### config.mk
export PLATFORM = sky130hd
export DESIGN_NAME = mul_seq
export DESIGN_NICKNAME = d
export VERILOG_FILES = /design/src/rtl/mul_seq.sv
export SDC_FILE = /design/constraint.sdc
export NUM_CORES = 1
export LEC_CHECK = 0
export CAP_MARGIN = 20
export CORE_AREA = 2 2 243 245
export CTS_CLUSTER_DIAMETER = 120
export DETAILED_ROUTE_END_ITERATION = 12
export DIE_AREA = 0 0 245 247
export HOLD_SLACK_MARGIN = 0.05
export PLACE_DENSITY = 0.51
export REMOVE_ABC_BUFFERS = 1
export SETUP_SLACK_MARGIN = 0.3
export SYNTH_ARGS = -nofsm -noshare
export SYNTH_HDL_FRONTEND = slang
export SYNTH_SLANG_ARGS = --single-unit
### constraint.sdc
create_clock -name clk -period 12.6 [get_ports clk]
set_input_delay 2.52 -clock clk [delete_from_list [all_inputs] [get_ports clk]]
set_output_delay 2.52 -clock clk [all_outputs]
set_load 0.05 [all_outputs]
### src/rtl/mul_seq.sv
// -----------------------------------------------------------------------------
// mul_seq_pkg / mul_seq
//
// Sequential multiply unit for the RV32M multiply group. It sits beside the
// execute-stage ALU and builds the 64-bit product from four 16x16 unsigned
// partial products on one shared multiplier, then applies the sign in a final
// fix-up cycle. This suits FPGA targets with few DSP blocks.
//
// Ports
//   clk          in   1   system clock, rising edge
//   rst_n        in   1   asynchronous active-low reset
//   req_valid    in   1   issue request
//   req_ready    out  1   unit can accept (IDLE only)
//   alucode      in   6   operation; only ALU_MUL/MULH/MULHSU/MULHU accepted
//   op1          in  32   rs1 operand (multiplicand)
//   op2          in  32   rs2 operand (multiplier)
//   flush        in   1   synchronous kill of the in-flight operation
//   busy         out  1   pipeline stall (CALC or FIX)
//   resp_valid   out  1   one-cycle pulse, resp_result is new
//   resp_result  out 32   selected product word, held until the next response
//
// Timing: request sampled at edge E0, partial products at E1..E4, sign fix and
// result register at E5, resp_valid high for the cycle after E5. A new request
// may be accepted while resp_valid is high, giving one operation per 6 cycles.
// -----------------------------------------------------------------------------

package mul_seq_pkg;

  // Operation codes shared with the ALU decode.
  localparam logic [5:0] ALU_MUL    = 6'd26;
  localparam logic [5:0] ALU_MULH   = 6'd27;
  localparam logic [5:0] ALU_MULHSU = 6'd28;
  localparam logic [5:0] ALU_MULHU  = 6'd29;

  typedef enum logic [1:0] {
    ST_IDLE = 2'd0,
    ST_CALC = 2'd1,
    ST_FIX  = 2'd2
  } state_t;

endpackage

module mul_seq
  import mul_seq_pkg::*;
(
  input  logic        clk,
  input  logic        rst_n,
  input  logic        req_valid,
  output logic        req_ready,
  input  logic [5:0]  alucode,
  input  logic [31:0] op1,
  input  logic [31:0] op2,
  input  logic        flush,
  output logic        busy,
  output logic        resp_valid,
  output logic [31:0] resp_result
);

  // ---------------------------------------------------------------------------
  // State
  // ---------------------------------------------------------------------------
  state_t      state_q;
  state_t      state_d;

  logic [31:0] a_q;        // |op1| or op1
  logic [31:0] b_q;        // |op2| or op2
  logic        neg_q;      // final product must be negated
  logic        hi_q;       // return the upper word
  logic [63:0] acc_q;      // unsigned partial-product accumulator
  logic [1:0]  step_q;     // partial-product index within CALC

  // ---------------------------------------------------------------------------
  // Request decode and operand conditioning
  // ---------------------------------------------------------------------------
  logic        is_mul;
  logic        op1_signed;
  logic        op2_signed;
  logic        op1_neg;
  logic        op2_neg;
  logic [31:0] op1_mag;
  logic [31:0] op2_mag;
  logic        accept;

  assign is_mul = (alucode == ALU_MUL)  || (alucode == ALU_MULH) ||
                  (alucode == ALU_MULHSU) || (alucode == ALU_MULHU);

  // MUL is treated as unsigned: the low word does not depend on signedness.
  assign op1_signed = (alucode == ALU_MULH) || (alucode == ALU_MULHSU);
  assign op2_signed = (alucode == ALU_MULH);

  assign op1_neg = op1_signed && op1[31];
  assign op2_neg = op2_signed && op2[31];

  // Negating 0x80000000 yields 0x80000000, which is the correct magnitude when
  // read as unsigned.
  assign op1_mag = op1_neg ? (~op1 + 32'd1) : op1;
  assign op2_mag = op2_neg ? (~op2 + 32'd1) : op2;

  // Flush in IDLE blocks acceptance for that cycle.
  assign accept = (state_q == ST_IDLE) && req_valid && is_mul && !flush;

  // ---------------------------------------------------------------------------
  // FSM: next state
  // ---------------------------------------------------------------------------
  // NOTE: every signal written in an always_comb gets a default first, so no
  // path through the block leaves it unassigned and no latch is inferred.
  always_comb begin
    state_d = state_q;
    unique case (state_q)
      ST_IDLE: begin
        if (accept) state_d = ST_CALC;
      end
      ST_CALC: begin
        if (flush)                state_d = ST_IDLE;
        else if (step_q == 2'd3)  state_d = ST_FIX;
      end
      ST_FIX: begin
        state_d = ST_IDLE;
      end
      default: begin
        state_d = ST_IDLE;
      end
    endcase
  end

  // NOTE: sequential state is written only with non-blocking assignments, so
  // every register samples the pre-edge values of the others.
  always_ff @(posedge clk or negedge rst_n) begin
    if (!rst_n) state_q <= ST_IDLE;
    else        state_q <= state_d;
  end

  assign req_ready = (state_q == ST_IDLE);
  assign busy      = (state_q == ST_CALC) || (state_q == ST_FIX);

  // ---------------------------------------------------------------------------
  // Shared 16x16 multiplier and partial-product alignment
  // ---------------------------------------------------------------------------
  logic [15:0] mul_x;
  logic [15:0] mul_y;
  logic [31:0] mul_p;
  logic [63:0] addend;

  always_comb begin
    mul_x = a_q[15:0];
    mul_y = b_q[15:0];
    unique case (step_q)
      2'd0: begin mul_x = a_q[15:0];  mul_y = b_q[15:0];  end
      2'd1: begin mul_x = a_q[15:0];  mul_y = b_q[31:16]; end
      2'd2: begin mul_x = a_q[31:16]; mul_y = b_q[15:0];  end
      2'd3: begin mul_x = a_q[31:16]; mul_y = b_q[31:16]; end
      default: begin mul_x = a_q[15:0]; mul_y = b_q[15:0]; end
    endcase
  end

  assign mul_p = {16'd0, mul_x} * {16'd0, mul_y};

  always_comb begin
    addend = 64'd0;
    unique case (step_q)
      2'd0:    addend = {32'd0, mul_p};
      2'd1,
      2'd2:    addend = {16'd0, mul_p, 16'd0};
      2'd3:    addend = {mul_p, 32'd0};
      default: addend = 64'd0;
    endcase
  end

  // Sign fix-up; a negated zero accumulator stays zero.
  logic [63:0] product;
  assign product = neg_q ? (~acc_q + 64'd1) : acc_q;

  // ---------------------------------------------------------------------------
  // Datapath registers
  // ---------------------------------------------------------------------------
  // NOTE: the operand and accumulator registers are reset along with the
  // control state; they are few, and it keeps X out of the datapath after
  // reset rather than relying on the accept path to load them first.
  always_ff @(posedge clk or negedge rst_n) begin
    if (!rst_n) begin
      a_q         <= 32'd0;
      b_q         <= 32'd0;
      neg_q       <= 1'b0;
      hi_q        <= 1'b0;
      acc_q       <= 64'd0;
      step_q      <= 2'd0;
      resp_valid  <= 1'b0;
      resp_result <= 32'd0;
    end else begin
      resp_valid <= 1'b0;
      unique case (state_q)
        ST_IDLE: begin
          if (accept) begin
            a_q    <= op1_mag;
            b_q    <= op2_mag;
            neg_q  <= op1_neg ^ op2_neg;
            hi_q   <= (alucode != ALU_MUL);
            acc_q  <= 64'd0;
            step_q <= 2'd0;
          end
        end
        ST_CALC: begin
          if (!flush) begin
            acc_q  <= acc_q + addend;
            step_q <= step_q + 2'd1;
          end
        end
        ST_FIX: begin
          // A flushed operation leaves both response outputs untouched.
          if (!flush) begin
            resp_valid  <= 1'b1;
            resp_result <= hi_q ? product[63:32] : product[31:0];
          end
        end
        default: begin
          resp_valid <= 1'b0;
        end
      endcase
    end
  end

endmodule

==> key figures, run 1 <==
Synth
  – Mean post-synth cell area: 8.22 µm²
  – Top_reg_cell synth: dfrtp_1
  – Synthesized flop and latch total: 167
  – Netlist cell types: 72
  – Total of warnings raised by yosys: 0
  – Post-synth EDFFs: 0
  – Synth Instances: 2660
  – Register area share after synthesis: 19.1%
  – Post-synth ARST share: 100%
  – Top cells by area, synth: dfrtp_1 19%, fa_1 18%, ha_1 10%, nand2_1 5.9%, nor2_1 4.7%
  – Largest area contributor in the netlist: dfrtp_1
  – Most frequent cells after synthesis: 346 x nand2_1, 273 x nor2_1, 269 x inv_1, 195 x fa_1, 180 x a21oi_1
  – Mapped cell area: 21900 µm²
  – Post-synth top area share: 19.1%
  – Top-count cell post-synth: nand2_1

Floorplanning
  – DIE WIDTH: 245 µm
  – Total die area: 60500 µm²
  – FP Rows: 89
  – Starting Density: 37.5%
  – Die Ht: 247 µm
  – IO Pins: 109
  – Core Footprint: 58200 µm²

Clocking
  – Clock Latency Late Sink: 0.50 ns
  – Root buf cell: clkbuf_16
  – H-tree level count: 4
  – Total CTS buffers: 17
  – Clock buffer depth: 2
  – CTS tree: yes
  – Clk slew on worst S/H paths: 0.08 ns
  – Clock Sinks: 167
  – Cts hold-fix bufs: 0

Detailed routing
  – Post-DRT Antenna Nets: 0
  – DR WL/cell: 20.5 µm
  – DR vias: 19200
  – Final wirelength: 71900 µm
  – Drt first pass iters: 6
  – Vias/cell: 5.47
  – DRC Markers: 0
  – DR iter-0 viols: 1530

Final layout
  – Layout area overhead: 11.8%
  – Share of layout cells above drive strength 1: 5.20%
  – Fin nets: 3167

Run status
  – Outcome: finished, final reports clean

Placed design
  – GPL Wtd Cong: 0.940
  – Post-DP HPWL: 57900 µm
  – I/O Buffers: 108

STA
  – Final Critical Period: 11.58 ns
  – Worst-Margin Slew: 1.09 ns
  – Clock Skews: 0.0124 ns
  – RSZ-0062 raised after global routing: no
  – Setup TNS: 0 ns
  – Tcrit/Tclk final: 91.9%
  – Max_slew headroom: 26.1%
  – Hold Vio Cnt, Final: 0
  – Final setup fails: 0
  – Peak Freq: 0.0864 GHz
  – Final slew viol count: 0

GRT
  – Total global routing track utilization: 24.1%
  – Total grt overflow: 0
  – First-pass GRT wire length: 111000 µm
  – Initial antenna violation count: 2
  – Largest net degree at the start of global routing: 111
  – Vias in the first global route: 18600

Worst setup path
  – End of the worst register-to-register path: acc_q[61]
  – Critical Path Most Common Cell: fa_1
  – CP endpoint kind: register
  – Slowest CP cell: a2111oi_0
  – FF-to-FF setup slack: 1.02 ns
  – Worst Path Arrival: 11.94 ns
  – Worst Path Required: 12.96 ns
  – Reg2Reg Depth: 38
  – Reg-to-reg startpoint: step_q[0]
  – Critical Path Start Type: register
  – Slowest cell delay on critical path: 0.63 ns
  – Crit Path Class: register to register
  – Largest fanout on the critical path: 18

Worst hold path
  – HP Start: resp_result[3]
  – Hold Path End: resp_result[3]
  – Tightest Hold Check Type: register to register
  – Hold Crit Depth: 2

Job
  – MaxCap Viol Count: 0
-- metrics by stage --
step	hold slack (ns)	cell area, µm²	instances	utilization, %	setup slack (ns)
3_3_place_gp	0.461	23800	3466	40.8	0.513
4_1_cts	0.484	24300	3498	41.8	0.394
2_1_floorplan	0.467	21500	2558	-	1.61
5_1_grt	0.500	24400	3506	42.0	0.376
3_5_place_dp	0.467	23800	3467	40.8	0.445
6_report	0.480	24400	3507	42.0	1.02
-- cell type report --
type	count	area [µm²]
antenna	1	2.50
fill	5892	33800
timing repair buffer	143	1360
multi-input combinational	2122	16300
inverter	270	1010
clock buffer	18	439
clock inverter	13	135
tap	773	967
sequential	167	4180
-- worst max path at each step --
stage | startpoint | to | slack, ns | depth (start not counted)
after global routing | step_q[0] | acc_q[61] | 0.38 | 38
final | step_q[0] | acc_q[61] | 1.02 | 38
after CTS | step_q[0] | acc_q[61] | 0.39 | 35
after floorplan | step_q[0] | acc_q[61] | 1.61 | 37
after detailed placement | step_q[0] | acc_q[61] | 0.45 | 35
after global placement | step_q[0] | acc_q[61] | 0.51 | 35
-- critical path, delay by kind of cell, from the launching register on --
kind                       cells  cell delay [ns]
and+or+nand+nor                9             1.51
DFF                            1             0.43
adders and majority gates      9             4.41
buffers and inverters          5             0.50
AOI/OAI and AO/OA             12             3.43
xor gates and xnor gates       2             0.57
muxes                          1             0.59
-- timing repair --
action                                  CTS  global route
resized for setup                         0             7
endpoints found under the setup margin    0             5
setup buffers                             0             6
-- cells in the final DEF, fill, tap and decap left out, drive strengths merged, types with 8 or more instances in the layout --
master           n
nor3            38
nand3b           8
nand3           29
o41ai           15
clkdlybuf4s50  107
or4             11
nand2b          22
nand2          346
mux2            30
o31ai           34
a22o            16
o21bai          19
buf             36
o22ai           11
or3             17
xor2            99
xnor2          107
ha             177
a211oi          14
or2             11
nand4           11
a31oi           15
and3            17
a21oi          180
nor2b           15
clkbuf          18
inv            276
a21o            64
fa             195
o21ai          202
o21a            14
and2            25
nor4            14
mux2i           35
dfrtp          167
nor2           274
-- cells by family (layout without fill, tap and decap cells) --
kind of cell	Yosys count	count (layout)	share of synthesized area (%)
DFF	167	167	19.1
and+or+nand+nor	849	850	17.4
muxes	65	65	3.15
AOI/OAI and AO/OA	629	629	17.7
other	0	1	0
xor gates and xnor gates	206	206	8.25
adders and majority gates	372	372	28.0
buffers and inverters	372	444	6.40
-- sequential cells by signal (all words and copies together), names as in the netlist --
| name | flops |
|---|---|
| hi_q | 1 |
| acc_q | 64 |
| step_q | 2 |
| state_q | 2 |
| neg_q | 1 |
| resp_valid | 1 |
| a_q | 32 |
| b_q | 32 |
| resp_result | 32 |
-- layer usage --
| metal | GRT usage, % | routed length [µm] | up-vias |
|---|---|---|---|
| met5 | 0 | 0 | - |
| met4 | 6.51 | 1530 | 0 |
| met3 | 5.35 | 4660 | 73 |
| met2 | 36.3 | 31900 | 568 |
| met1 | 34.7 | 33800 | 9429 |
| li1 | - | - | 9107 |
Power of run 1 is left out: the tool's default activity adds up to more than one toggle a clock period on the data nets, which glitch-free logic cannot reach.
==> run 2: changes to the inputs <==
--- a/config.mk
+++ b/config.mk
@@ -6,12 +6,12 @@
 export NUM_CORES = 1
 export LEC_CHECK = 0
 export CAP_MARGIN = 20
-export CORE_AREA = 2 2 243 245
+export CORE_AREA = 2 2 190 192
 export CTS_CLUSTER_DIAMETER = 120
 export DETAILED_ROUTE_END_ITERATION = 12
-export DIE_AREA = 0 0 245 247
+export DIE_AREA = 0 0 192 194
 export HOLD_SLACK_MARGIN = 0.05
-export PLACE_DENSITY = 0.51
+export PLACE_DENSITY = 0.79
 export REMOVE_ABC_BUFFERS = 1
 export SETUP_SLACK_MARGIN = 0.3
 export SYNTH_ARGS = -nofsm -noshare
==> constraint.sdc (replaced) <==
create_clock -name clk -period 11.5 [get_ports clk]
set_input_delay 2.3 -clock clk [delete_from_list [all_inputs] [get_ports clk]]
set_output_delay 2.3 -clock clk [all_outputs]
set_load 0.05 [all_outputs]
==> key figures, run 2 (same netlist as run 1, synthesis figures left out) <==
GRT
  – Initial antenna violation count: 1
  – Vias in the first global route: 19200
  – Largest net degree at the start of global routing: 107
  – First-pass GRT wire length: 105000 µm
  – Total global routing track utilization: 36.4%
  – Total grt overflow: 0

Placed design
  – Post-DP HPWL: 53400 µm
  – I/O Buffers: 108
  – GPL Wtd Cong: 1.04
  – Placed cells: 3177

STA
  – Hold Vio Cnt, Final: 0
  – Worst hold margin: 0.481 ns
  – Final Critical Period: 10.69 ns
  – Worst-Margin Slew: 1.12 ns
  – RSZ-0062 raised after global routing: no
  – Max_slew headroom: 23.1%
  – Setup TNS: 0 ns
  – Final slew viol count: 0
  – Clock Skews: 0.0130 ns
  – Final setup fails: 0
  – Tcrit/Tclk final: 92.9%
  – Peak Freq: 0.0936 GHz

Final layout
  – Share of layout cells above drive strength 1: 6.23%
  – Most common cell after layout, fill and taps aside: nand2_1
  – Max FFs per register: 64
  – Top reg by flops: acc_q
  – Fill cell count: 2936
  – Layout Cells excl Fill: 3223
  – Layout area overhead: 11.4%
  – Commonest non-fill, non-tap cells in the layout: 346 x nand2_1, 271 x nor2_1, 269 x inv_1, 195 x fa_1
  – # diodes: 0
  – Fin nets: 3195

Detailed routing
  – DR WL/cell: 20.8 µm
  – DR vias: 19900
  – Vias/cell: 6.18
  – DR iter-0 viols: 1750
  – Drt first pass iters: 8
  – Final wirelength: 66900 µm
  – Post-DRT Antenna Nets: 0
  – DRC Markers: 0

Clocking
  – Root buf cell: clkbuf_16
  – Clock Sinks: 167
  – Clock buffer depth: 2
  – Total CTS buffers: 17
  – CTS tree: yes
  – Clock Latency Late Sink: 0.46 ns
  – Clk slew on worst S/H paths: 0.07 ns
  – H-tree level count: 4

Worst setup path
  – Critical Path Start Type: register
  – Crit Path Class: register to register
  – End of the worst register-to-register path: acc_q[61]
  – Slowest cell delay on critical path: 0.56 ns
  – Slowest CP cell: fa_1
  – Critical Path Most Common Cell: fa_1
  – Worst Path Required: 11.81 ns
  – Largest fanout on the critical path: 8
  – Reg-to-reg startpoint: step_q[0]
  – FF-to-FF setup slack: 0.81 ns
  – Worst Path Arrival: 11.00 ns
  – CP endpoint kind: register
  – Reg2Reg Depth: 39

Floorplanning
  – Total die area: 37200 µm²
  – Core Footprint: 35200 µm²
  – Starting Density: 62.1%
  – IO Pins: 109
  – DIE WIDTH: 192 µm
  – FP Rows: 69
  – Die Ht: 194 µm

Worst hold path
  – Hold Crit Depth: 1
  – Hold Path End: resp_result[11]
  – Tightest Hold Check Type: register to register
  – HP Start: resp_result[11]

Job
  – MaxCap Viol Count: 0

Run status
  – Outcome: finished, final reports clean
-- run 2: cell types whose count changed in the layout (fill, tap and decap cells not counted), sizes merged --
cell and change:
buf +29, diode -1, bufinv +2, clkinvlp -1, nor2 -1
-- run 2: worst max path at each step --
| stage | from | to | slack, ns | cells past startpoint |
|---|---|---|---|---|
| floorplan | step_q[0] | acc_q[61] | 0.51 | 37 |
| detailed placement | step_q[0] | acc_q[61] | 0.45 | 37 |
| global route | step_q[0] | acc_q[61] | 0.24 | 41 |
| finish | step_q[0] | acc_q[61] | 0.81 | 39 |
| global placement | step_q[0] | acc_q[61] | 0.72 | 39 |
| CTS | step_q[0] | acc_q[61] | 0.41 | 37 |
-- run 2: worst max-delay path, delay by kind of cell (launching register included) --
family | cells | cell delay [ns]
XOR/XNOR | 2 | 0.43
flip-flops | 1 | 0.42
multiplexers | 1 | 0.54
AO/OA/AOI/OAI | 11 | 2.62
AND/OR/NAND/NOR | 10 | 1.64
buffers and inverters | 6 | 0.54
adder cells (fa/ha/maj) | 9 | 4.34
-- run 2: area by class of cell --
type | instances | area [µm²] | share of cell area [%]
Inverter | 270 | 1010 | 4.16
Clock buffer | 18 | 439 | 1.80
Multi-Input combinational cell | 2121 | 16400 | 67.3
Tap cell | 461 | 577 | 2.37
Clock inverter | 14 | 185 | 0.760
Timing Repair Buffer | 172 | 1580 | 6.47
Sequential cell | 167 | 4180 | 17.2
-- run 2: what timing repair did --
| action | 4_1_cts | 5_1_grt |
|---|---|---|
| endpoints found under the hold margin | 0 | 0 |
| hold buffers | 0 | 0 |
| resized for setup | 0 | 16 |
| setup buffers | 0 | 14 |
| setup endpoints to repair | 0 | 17 |
-- run 2: metal layers --
metal  share of wire (%)  GRT usage (%)  vias to the layer above
li1                    -              -                     9143
met1                  43           51.7                     9707
met2                  44           55.4                      934
met3                  10           9.76                      129
met4                 2.3           9.30                        2
met5               0.019              0                        -
-- run 2: per-stage QoR --
stage	utilization (%)	area (µm²)	setup slack, ns
final	69.1	24400	0.811
after detailed placement	66.8	23500	0.447
after CTS	68.6	24200	0.409
after global routing	69.1	24400	0.239
after global placement	66.8	23500	0.720
after floorplan	-	21500	0.512
Power of run 2 is left out for the same reason.
